==> config.mk <==
export PLATFORM = sky130hd
export DESIGN_NAME = fifo_drain_flat
export DESIGN_NICKNAME = d
export VERILOG_FILES = /design/src/rtl/fifo_drain_if.sv /design/src/rtl/fifo_drain.sv /design/src/flat_wrapper.sv
export SDC_FILE = /design/constraint.sdc
export NUM_CORES = 1
export LEC_CHECK = 0
export ABC_AREA = 1
export CORE_MARGIN = 1.5
export CORE_UTILIZATION = 50
export DETAILED_ROUTE_END_ITERATION = 12
export GPL_TIMING_DRIVEN = 0
export MAX_ROUTING_LAYER = met4
export PLACE_DENSITY = 0.93
export SETUP_SLACK_MARGIN = 0.4
export SYNTH_ARGS = -nofsm -noshare
export SYNTH_HDL_FRONTEND = slang
export SYNTH_SLANG_ARGS = --single-unit
==> constraint.sdc <==
create_clock -name clk -period 5.2 [get_ports clk]
set_input_delay 1.04 -clock clk [delete_from_list [all_inputs] [get_ports clk]]
set_output_delay 1.04 -clock clk [all_outputs]
set_load 0.01 [all_outputs]
==> src/rtl/fifo_drain_if.sv <==
// Read-side handshake bundle between a fifo, the fifo_drain controller and its consumer.
interface fifo_drain_if #(parameter int WIDTH = 8);
    logic             fifo_empty;
    logic [WIDTH-1:0] fifo_data;
    logic             fifo_pop;
    logic             out_valid;
    logic             out_ready;
    logic [WIDTH-1:0] out_data;
    logic             out_last;

    modport master (
        input  fifo_empty, fifo_data, out_ready,
        output fifo_pop, out_valid, out_data, out_last
    );

    modport slave (
        output fifo_empty, fifo_data, out_ready,
        input  fifo_pop, out_valid, out_data, out_last
    );
endinterface

==> src/rtl/fifo_drain.sv <==
// Pops a fall-through fifo into a 2-entry skid buffer and re-presents it as a valid/ready
// stream with out_last every BURST beats. Optional pop statistics: FIFO_DRAIN_STATS_EN.
module fifo_drain #(
    parameter int WIDTH = 8,
    parameter int BURST = 4,
    parameter int CNTW  = 16
) (
    input  logic            clk,
    input  logic            rst,
    fifo_drain_if.master    bus
`ifdef FIFO_DRAIN_STATS_EN
    ,
    output logic [CNTW-1:0] pop_count
`endif
);
    localparam int CW = (BURST > 1) ? $clog2(BURST) : 1;
    localparam logic [CW-1:0] LAST = CW'(BURST - 1);

    if (BURST < 1 || CNTW < 1 || WIDTH < 1) begin : g_bad_cfg
        $error("fifo_drain: BURST, CNTW and WIDTH must all be >= 1");
    end

    typedef enum logic [1:0] {EMPTY = 2'd0, ONE = 2'd1, TWO = 2'd2} occ_t;

    occ_t             occ, occ_nxt;
    logic             pop, vld, acc, wr_hi;
    logic [WIDTH-1:0] d0, d1;
    logic [CW-1:0]    cnt;

    always_ff @(posedge clk) begin
        if (rst) occ <= EMPTY;
        else     occ <= occ_nxt;
    end

    // pop depends only on occupancy and fifo_empty, never on out_ready
    always_comb begin
        pop     = !rst && !bus.fifo_empty && (occ != TWO);
        vld     = !rst && (occ != EMPTY);
        acc     = vld && bus.out_ready;
        wr_hi   = (occ == ONE) && !acc;
        occ_nxt = occ;
        case (occ)
            EMPTY:   if (pop) occ_nxt = ONE;
            ONE: begin
                if (pop && !acc)      occ_nxt = TWO;
                else if (!pop && acc) occ_nxt = EMPTY;
            end
            TWO:     if (acc) occ_nxt = ONE;
            default: occ_nxt = EMPTY;
        endcase
    end

    // Shift on accept first, then the popped word lands in the first free slot
    always_ff @(posedge clk) begin
        if (acc) d0 <= d1;
        if (pop) begin
            if (wr_hi) d1 <= bus.fifo_data;
            else       d0 <= bus.fifo_data;
        end
    end

    always_ff @(posedge clk) begin
        if (rst)      cnt <= '0;
        else if (acc) cnt <= (cnt == LAST) ? '0 : cnt + 1'b1;
    end

`ifdef FIFO_DRAIN_STATS_EN
    always_ff @(posedge clk) begin
        if (rst)      pop_count <= '0;
        else if (pop) pop_count <= pop_count + 1'b1;
    end
`endif

    assign bus.fifo_pop  = pop;
    assign bus.out_valid = vld;
    assign bus.out_data  = d0;
    assign bus.out_last  = vld && (cnt == LAST);
endmodule

==> src/flat_wrapper.sv <==
// flat-port wrapper written by rule: the top's interface ports become plain ports
module fifo_drain_flat 
#(
    parameter int WIDTH = 8,
    parameter int BURST = 4,
    parameter int CNTW  = 16
)
  (clk, rst, bus_fifo_empty, bus_fifo_data, bus_out_ready, bus_fifo_pop, bus_out_valid, bus_out_data, bus_out_last);
  fifo_drain_if #(.WIDTH(WIDTH)) bus_i ();
  input  logic clk;
  input  logic rst;
  input wire logic [$bits(bus_i.fifo_empty)-1:0] bus_fifo_empty;
  input wire logic [$bits(bus_i.fifo_data)-1:0] bus_fifo_data;
  input wire logic [$bits(bus_i.out_ready)-1:0] bus_out_ready;
  output wire logic [$bits(bus_i.fifo_pop)-1:0] bus_fifo_pop;
  output wire logic [$bits(bus_i.out_valid)-1:0] bus_out_valid;
  output wire logic [$bits(bus_i.out_data)-1:0] bus_out_data;
  output wire logic [$bits(bus_i.out_last)-1:0] bus_out_last;
  assign bus_i.fifo_empty = bus_fifo_empty;
  assign bus_i.fifo_data = bus_fifo_data;
  assign bus_i.out_ready = bus_out_ready;
  assign bus_fifo_pop = bus_i.fifo_pop;
  assign bus_out_valid = bus_i.out_valid;
  assign bus_out_data = bus_i.out_data;
  assign bus_out_last = bus_i.out_last;
  fifo_drain #(.WIDTH(WIDTH), .BURST(BURST), .CNTW(CNTW)) u_core (.clk(clk), .rst(rst), .bus(bus_i));
endmodule
==> flow_results.org, run 1 <==
** Routing
- Vias after detailed routing :: 768
- The routed design has 1879 um of wire.
- Drt first-iter violations :: 13
- DR WL/cell :: 12.96 um
- The count of nets left with antenna violations once routing finished came out at 0.
- Post-route DRC :: 0
- Count of TritonRoute iterations in the first routing pass :: 4
- After detailed routing, the number of vias per cell comes to 5.297.

** Pwr
- Static leakage :: 0.0005149 uW
- Final Power :: 437.9 uW
- Clock group share of total power :: 0.293
- Of the total power, the share spent switching nets is 0.2686.
- IR analysis of the VDD net gives a maximum drop of 271.4 uV.
- Portion of total power attributed to sequential cells :: 0.448
- The share of total power dissipated in combinational logic is 0.259.
- Cell-internal power :: 320.3 uW
- The analysis attributes to net switching a power of 117.6 uW.
- PD cells :: 376.3 nW/um2

** Critical path
- R2R Path Start :: u_core.occ[1]
- The kind of cell with the highest combined delay along the critical path is buffers and inverters.
- On the worst path, the slowest cell contributes a delay of 540 ps.
- Kind of end point of the critical path :: output port
- The critical path goes through clkdlybuf4s50_1 -> or2_1 -> nor2_2 -> buf_6 -> clkdlybuf4s50_1.
- The critical path in this run is classified as in -> out.
- Worst path arrival time :: 2650 ps
- Number of cells on the worst reg-to-reg path :: 6
- R2R Path End :: u_core.d1[6]
- Along the worst path, the maximum fanout reaches 10.
- The slowest stage of the critical path is the clkdlybuf4s50_1 cell.
- Worst reg-to-reg setup slack :: 3430 ps
- Kind of start point of the critical path :: primary input
- Req. time, crit path :: 4160 ps
- Library cell appearing most often on the critical path :: clkdlybuf4s50_1
- The number of buffers and inverters on the critical path is 3.

** Clock network
- After clock tree synthesis, the setup repair step added 0 buffers.
- In this run the number of H-tree levels came out at 1.
- CTS tree :: yes
- Buffers inserted to repair hold after CTS numbered 0.
- Post-CTS repair changed the size of 0 cells.
- Number of CTS-inserted buffers :: 3
- The clock net in this run drives a total of 20 sinks.
- After clock tree synthesis, the clock-pin slew on the worst setup and hold paths is 120 ps.
- The clock passes through at most 2 buffers.
- Clock tree synthesis selected as its root buffer the cell clkbuf_4.
- Clk_lat worst skew :: 310 ps

** Min path
- Startpoint of the worst hold path :: u_core.cnt[1]
- For hold timing, the worst endpoint is u_core.cnt[1].
- The tightest min-delay check is of the reg -> reg type.
- Worst hold path stage count :: 2

** Placement
- At the end of routability-driven placement, the weighted congestion stood at 0.7475.
- Total placed instance area :: 1111 um2
- # placed instances :: 141
- Pre-CTS setup slack :: 1525 ps
- Buffers added on ports :: 22
- Detailed placement finished with a half-perimeter wire length of 1312 um.

** Yosys
- Avg Synthesized Cell Area :: 8.455 um2
- Cell count after synthesis :: 103
- Post-synthesis instance area :: 870.8 um2
- Part of the Yosys area used for sequential elements :: 0.5517
- Number of distinct standard cells referenced by the synthesized netlist :: 19
- Total of flip-flops plus latches after synthesis :: 20
- For this run, the number of Yosys warnings is 0.
- Post-Syn Nets :: 116

** Layout
- Most common cell after layout, fill and taps aside :: nand2_1
- Antenna cells :: 0
- The top cell types in the final layout, fill and taps aside, are 39 x nand2_1, 22 x clkdlybuf4s50_1, 20 x nand3_1.
- Area growth from synthesis to final layout :: 33.62%
- Proportion of layout cells with a drive suffix above 1 :: 0.1085
- After routing the design area is 1164 um2.
- Number of cells in the finished layout apart from fillers :: 145
- Final #Nets :: 143

** Floorplan
- After floorplanning, the core was divided into 14 placement rows.
- The die covers 2001 um2.
- Die X-Extent :: 44.74 um
- Number of primary I/O pins :: 23
- Starting density of the core :: 0.5586
- In this run the vertical extent of the chip is 44.74 um.
- Core region area :: 1559 um2

** STA
- On the final layout, the worst clock skew is 4.642 ps.
- The number of failing hold endpoints at the final stage is 0.
- After layout, the worst setup slack is 1511 ps.
- In the finished design, the share of the clock period the worst path needs comes to 0.7095.
- Maximum clock rate :: 271.1 MHz
- Max-slew headroom at the worst pin :: 0.5461
- The count of pins over their slew limit was 0.
- The routed design could run at a clock period as short as 3689 ps.
- Total negative setup slack :: 0 ps
- Setup repair after global routing left no endpoint under its margin.
- Setup violations remaining at the end of the flow were counted as 0.
- At the pin with the least slew margin, the transition time is 678.3 ps.

** Flow run
- The tool flagged a number of max-cap violations equal to 0.

** Global route
- Pin count of the biggest net entering global routing :: 13
- The first global-routing pass estimated 2946 um of wire.
- Via count of the first global-routing pass :: 721
- Antenna violations before repair :: 0
- Summed over all layers, the global routing overflow is 0.
- Total track usage :: 0.2157

** Status
- The flow ran to the end, and the final reports show no timing, DRC or antenna violations.
-- synth_stat cells (all sizes together) --
master  count  share of area
dfxtp      12           0.28
a31oi       1         0.0072
inv         4          0.017
ha          1          0.014
nand2      40           0.18
o21ai       1          0.010
o31ai       1         0.0086
nand3      21           0.13
nor2        8          0.040
or2         1         0.0072
buf         4          0.033
nor3b       1         0.0086
edfxtp      8           0.28
-- per-stage QoR --
| stage | hold slack, ps | utilization |
|---|---|---|
| 2_1_floorplan | 447.1 | - |
| 3_3_place_gp | 457.8 | 0.7127 |
| 3_5_place_dp | 470.2 | 0.7127 |
| 4_1_cts | 487.1 | 0.7464 |
| 5_1_grt | 524.3 | 0.7464 |
| 6_report | 484.1 | 0.7464 |
-- how the worst max path moves through the flow --
stage / startpoint / endpoint / slack (ps) / cells after the start
4_1_cts: rst / bus_fifo_pop / 1510 / 5
5_1_grt: rst / bus_fifo_pop / 1460 / 5
3_3_place_gp: rst / bus_fifo_pop / 1540 / 5
6_report: rst / bus_fifo_pop / 1510 / 5
2_1_floorplan: rst / bus_fifo_pop / 2610 / 3
3_5_place_dp: rst / bus_fifo_pop / 1520 / 5
-- routing by layer --
layer / part of all wire / wire, um / track usage
met1: 0.41 / 778 / 0.2500
met2: 0.51 / 962 / 0.3507
met3: 0.060 / 113 / 0.02400
met4: 0.013 / 25 / 0.1455
met5: 0 / 0 / -
-- area by class of cell --
cell class | count | area (um2)
sequential | 20 | 480.5
clock buffer | 3 | 22.52
clock inverter | 1 | 30.03
tap | 16 | 20.02
multi-input combinational | 75 | 346.6
fill | 113 | 395.4
timing repair buffer | 22 | 220.2
buffer | 4 | 28.78
inverter | 4 | 15.01
-- power groups by stage --
stage                     clock, uW  sequential [uW]  combinational (uW)
after floorplan                   0              206                49.5
after global placement            0              198                 110
after detailed placement          0              200                 113
after CTS                       129              196                 114
after global routing            136              200                 125
final                           128              196                 113
-- cell families (layout without fill, tap and decap cells) --
| family | count (synthesis) | count (layout) | synth area share |
|---|---|---|---|
| buffers and inverters | 8 | 34 | 0.05029 |
| DFF | 20 | 20 | 0.5517 |
| and+or+nand+nor | 71 | 71 | 0.3578 |
| adders and majority gates | 1 | 1 | 0.01437 |
| AOI/OAI and AO/OA | 3 | 3 | 0.02587 |
-- registers in the layout, indices dropped and copies added, names as in the netlist --
register / count
u_core.cnt: 2
u_core.d1: 8
u_core.occ: 2
u_core.bus.out_data: 8
-- worst min-delay path, stage by stage, from the launching register on --
cell and delay, ps:
dfxtp_1 330, nand3_1 80, nand2_1 50
Note: power is estimated with default switching activity, not from simulation.
==> run 2: changes to the inputs <==
CORE_UTILIZATION = 46   (was 50)
PLACE_DENSITY = 0.87   (was 0.93)
clock period = 3.4 ns   (was 5.2 ns; I/O delays follow)
==> flow_results.org, run 2 (synthesis results as in run 1) <==
** Status
- The flow ran to the end, and the final reports show no timing, DRC or antenna violations.

** Floorplan
- Core region area :: 1745 um2
- Number of primary I/O pins :: 23
- Measured along the y axis, the die boundary spans 46.51 um.
- Die X-Extent :: 46.51 um
- Starting density of the core :: 0.4989
- Die Area :: 2163 um2
- The initialized floorplan defines 15 standard-cell rows.

** Critical path
- Kind of end point of the critical path :: output port
- Worst Path Max Fanout :: 10
- Setup slack on the worst reg-to-reg path comes out at 1660 ps.
- STA classifies the critical path startpoint as a primary input.
- Worst path arrival time :: 2160 ps
- The critical path is of the in -> out type.
- Req. time, crit path :: 2720 ps

** STA
- Min Tclk post-route :: 2842 ps
- The count of pins over their slew limit was 0.
- Total negative setup slack :: 0 ps
- Final setup skew :: 4.206 ps
- Maximum clock rate :: 351.8 MHz
- Dividing the final minimum period by the clock period gives 0.8360.
- Count of final setup violators :: 0
- Unrepaired setup endpoints after global routing :: no
- Once routing completed, OpenROAD measured the worst setup slack at 557.5 ps.
- Transition time of the tightest slew-check pin :: 644.1 ps
- The number of failing hold endpoints at the final stage was 0.
- Max-slew headroom at the worst pin :: 0.5690

** Routing
- After detailed routing, the number of remaining DRC violations is 0.
- For this block, the routed nets add up to 1899 um of wire.
- Drt first-iter violations :: 19
- In the routed layout, each cell is associated on average with a via count of 5.090.
- Summing over every cut layer, the via total after detailed routing is 789.
- The detail route stage leaves a number of antenna-violating nets equal to 0.
- The first TritonRoute pass finished after 4 iterations.
- DR WL/cell :: 12.25 um

** Pwr
- Static leakage :: 0.0005222 uW
- Across the VDD grid, the largest voltage drop is 402.7 uV.
- PD cells :: 506.5 nW/um2

** Layout
- Proportion of layout cells with a drive suffix above 1 :: 0.1154
- Antenna cells :: 0
- Relative to the synthesized area, the layout overhead comes to 33.33%.
- Most common cell after layout, fill and taps aside :: nand2_1
- Top library cells by usage in the layout, fill and taps aside :: 39 x nand2_1, 21 x clkdlybuf4s50_1, 20 x nand3_1
- Once layout is complete, the cells apart from fillers number 155.
- Final #Nets :: 144

** Clock network
- TritonCTS built the clock tree.
- Clock Sink Count :: 20
- Maximum root-to-sink buffer count :: 2
- The clock reaches the later pin of the worst-skew pair after 300 ps.
- Quantity of hold-fixing buffers added after cts :: 0
- H-tree Lvls :: 1
- After clock tree synthesis, the clock-pin slew on the worst setup and hold paths is 110 ps.
- Number of CTS-inserted buffers :: 3
- Root Buffer :: clkbuf_4

** Global route
- The first global-routing pass estimated 2946 um of wire.
- Total track usage :: 0.1983
- The via count of the first global-routing pass is 688.
- GRT Residual Overflow :: 0
- Antenna violations before repair :: 0
- Entering global routing, the biggest net connects 12 pins.

** Flow run
- Max-cap violations in this run came to 0.

** Placement
- Summed over all nets, the half-perimeter wirelength after detailed placement is 1275 um.
- OpenSTA, run right after detailed placement, puts the worst setup slack at 443.2 ps.
- Buffers added on ports :: 22
- Including well taps, the total number of placed cells is 150.
- Placer's final routability congestion estimate :: 0.7732

** Min path
- The tightest min-delay check is of the reg -> reg type.
## run 2: cell type report
| cell class | instances | area (um2) |
|---|---|---|
| multi-input cells | 75 | 349.1 |
| clock buffers | 3 | 22.52 |
| repair buffers | 23 | 230.2 |
| flip-flops and latches | 20 | 480.5 |
| clock inverters | 1 | 3.754 |
| well taps | 25 | 31.28 |
| plain buffers | 4 | 28.78 |
| fillers | 152 | 584.3 |
| inverters | 4 | 15.01 |
## run 2: final timing paths
| path | startpoint | endpoint | depth (start not counted) |
|---|---|---|---|
| setup / recovery | rst | bus_out_valid | 3 |
| hold / removal | u_core.cnt[1] | u_core.cnt[1] | 2 |
| setup reg to reg | u_core.occ[1] | u_core.d1[5] | 6 |
| hold reg to reg | u_core.cnt[1] | u_core.cnt[1] | 2 |
## run 2: stage by stage
| step | area (um2) | utilization | power [uW] | hold slack [ps] |
|---|---|---|---|---|
| final | 1161 | 0.6652 | 588.1 | 478.1 |
| after global placement | 1122 | 0.6430 | 471.5 | 456.7 |
| after CTS | 1149 | 0.6581 | 587.3 | 479.7 |
| after floorplan | 870.8 | - | 391.0 | 447.1 |
| after global routing | 1161 | 0.6652 | 619.7 | 521.0 |
| after detailed placement | 1122 | 0.6430 | 475.8 | 464.2 |
## run 2: power by group
part	internal, uW	total (uW)	switching, uW	leakage [uW]
Combinational	89.7	174	84.5	0.000335
Clock	42.8	114	71.3	0.0000154
Sequential	282	300	17.6	0.000172
## run 2: repair_timing
action / CTS / global route
setup buffers: 0 / 1
setup endpoints to repair: 0 / 1
resized for setup: 0 / 2
## run 2: layer usage
layer,part of all wire,vias up,global-route usage
met2,0.48,35,0.3306
met5,0,-,-
met4,0.0090,0,0.03429
li1,-,393,-
met3,0.070,2,0.06667
met1,0.44,359,0.2341
## run 2: critical path: stages
cell	delay [ps]
clkdlybuf4s50_1	480
nor2_2	390
clkdlybuf4s50_1	620
==> run 3: changes to the inputs <==
CORE_UTILIZATION = 42   (was 46)
PLACE_DENSITY = 0.84   (was 0.87)
clock period = 2.6 ns   (was 3.4 ns; I/O delays follow)
==> flow_results.org, run 3 (synthesis results as in run 1) <==
** Status
- Result of the run :: completed

** Floorplan
- Starting density of the core :: 0.4439
- DIE HEIGHT :: 48.54 um
- Measured along the x axis, the die boundary spans 48.54 um.
- Number of primary I/O pins :: 23
- The die covers 2356 um2.
- Std cell rows :: 16
- Core region area :: 1962 um2

** Global route
- GRT Residual Overflow :: 0
- The via count of the first global-routing pass was 725.
- Met2 Resource Use GR :: 0.3264
- met2 is the most crowded layer.
- The number of antenna violations at the first check in global routing is 0.
- Global routing usage on met1 :: 0.1630
- Pin count of the biggest net entering global routing :: 12
- The first global-routing pass estimated 3022 um of wire.
- Total track usage :: 0.1736
- Met3 global-route usage :: 0.05247

** Routing
- Drt first-iter violations :: 15
- DR WL/cell :: 11.49 um
- The final layout contains routed wiring with a total length of 1839 um.
- Vias after detailed routing :: 783
- After detailed routing, the number of remaining DRC violations is 0.
- The count of nets left with antenna violations once routing finished came out at 0.
- Count of TritonRoute iterations in the first routing pass :: 4
- Dividing the detail-routed via count by the number of cells gives 4.894.

** Critical path
- STA classifies the critical path startpoint as a primary input.
- Along the worst path, the maximum fanout reaches 4.
- Family with the most delay on the worst path :: buffers and inverters
- Worst path max stage delay :: 390 ps
- Buf+Inv Stages, Crit Path :: 3
- Req. time, crit path :: 2080 ps
- Data on the critical path arrives at its endpoint at 1610 ps.
- Series of cell instances along the critical path :: clkdlybuf4s50_1 -> or2_1 -> nor2_2 -> buf_6 -> clkdlybuf4s15_2
- On the critical path, the stage with the largest delay is an instance of clkdlybuf4s50_1.
- The setup path with the least slack is of type in -> out.
- STA classifies the critical path endpoint as an output port.

** STA
- Count of final setup violators :: 0
- The smallest clock period supported by the final layout is computed as 2132 ps.
- Hold slack final :: 477.3 ps
- Setup repair after global routing left no endpoint under its margin.
- Hold violation count in the final report :: 0
- In this run the tightest slew margin relative to its limit is 0.5605.
- Worst setup slack after layout :: 468.3 ps
- The count of pins over their slew limit came to 0.
- Derived from the worst setup path, the maximum achievable clock frequency is 469.1 MHz.
- Transition time of the tightest slew-check pin :: 656.9 ps
- Between clock sinks in the finished design, the worst skew comes to 1.578 ps.
- Final clock period utilization by the worst path :: 0.8199

** Layout
- From synthesis to final layout, the design area changed by 36.49%.
- At the end of the flow the core is filled with cells to 0.6059.
- Leaving out fill and tap cells, the most frequent cell in the layout is nand2_1.
- In the final design database the tool counted 147 nets.
- Antenna cells :: 0
- Top library cells by usage in the layout, fill and taps aside :: 39 x nand2_1, 20 x nand3_1, 19 x clkdlybuf4s50_1
- Proportion of layout cells with a drive suffix above 1 :: 0.1353

** Placement
- During placement, the flow inserted port buffers numbering 22.
- Pre-CTS setup slack :: -40.24 ps
- The congestion estimate from routability-driven global placement came to 0.7478.
- Final HPWL DP :: 1334 um

** Clock network
- Clock Sink Count :: 20
- Clk_lat worst skew :: 290 ps
- Maximum root-to-sink buffer count :: 2
- TritonCTS built the clock tree.
- In this run the number of H-tree levels came out at 1.
- Clock-pin slew was measured on the worst setup and hold paths at 100 ps.
- Number of CTS-inserted buffers :: 3
- In this run the clock root is driven by a clkbuf_4.

** Pwr
- Worst IR drop on VDD :: 395.0 uV
- Static leakage :: 0.0005440 uW
- Dividing total power by cell area gives a power density of 645.7 nW/um2.

** Min path
- The tightest min-delay check is of the reg -> reg type.

** Flow run
- Max-cap violations :: 0
==> run 3: cell types whose count changed in the layout (fill, tap and decap cells not counted) <==
cell,before,now
buf_4,2,5
clkdlybuf4s50_1,21,19
clkdlybuf4s15_2,0,1
dlygate4sd2_1,0,1
nor2_2,2,1
nor2_4,0,1
or2_1,0,1
or2_4,1,0
==> run 3: worst min-delay path, stage by stage (launching register included) <==
cell,delay (ps)
dfxtp_1,330
nand3_1,70
nand2_1,40
==> run 3: per-layer routing <==
metal  vias up  share of wire
met5         -              0
li1        400              -
met4         0          0.011
met1       355           0.40
met3         2          0.055
met2        26           0.53
==> run 3: path summary, 6_finish.rpt <==
check | startpoint | to | slack, ps | cells after the start
worst max-delay path | bus_fifo_empty | bus_fifo_pop | 470 | 5
worst min-delay path | u_core.cnt[1] | u_core.cnt[1] | 480 | 2
worst max register to register | u_core.occ[1] | u_core.d1[0] | 880 | 6
worst min register to register | u_core.cnt[1] | u_core.cnt[1] | 480 | 2
==> run 3: repair_timing <==
| action | 4_1_cts | 5_1_grt |
|---|---|---|
| cloned | 0 | 0 |
| resized for setup | 5 | 1 |
| hold buffers | 0 | 0 |
| hold endpoints to repair | 0 | 0 |
| buffers inserted | 3 | 1 |
| pin swaps | 1 | 2 |
| endpoints found under the setup margin | 11 | 3 |
==> run 3: power by group <==
group	internal, uW	switching, uW	leakage, uW
Sequential	369	21.3	0.000172
Clock	55.9	89.1	0.0000154
Combinational	121	111	0.000356
==> run 3: cell type report <==
type / instances / area, um2
timing repair buffer: 26 / 252.7
sequential: 20 / 480.5
multi-input combinational: 75 / 351.6
fill: 202 / 773.2
tap: 27 / 33.78
inverter: 4 / 15.01
buffer: 4 / 28.78
clock buffer: 3 / 22.52
clock inverter: 1 / 3.754
==> run 3: through the flow <==
stage	std cells	area, um2	power, uW	TNS, ps
after global routing	160	1189	815.3	0
after CTS	159	1179	774.6	0
final	160	1189	767.5	0
after floorplan	103	870.8	511.3	0
after global placement	152	1125	615.4	-19.80
after detailed placement	152	1125	623.6	-40.24
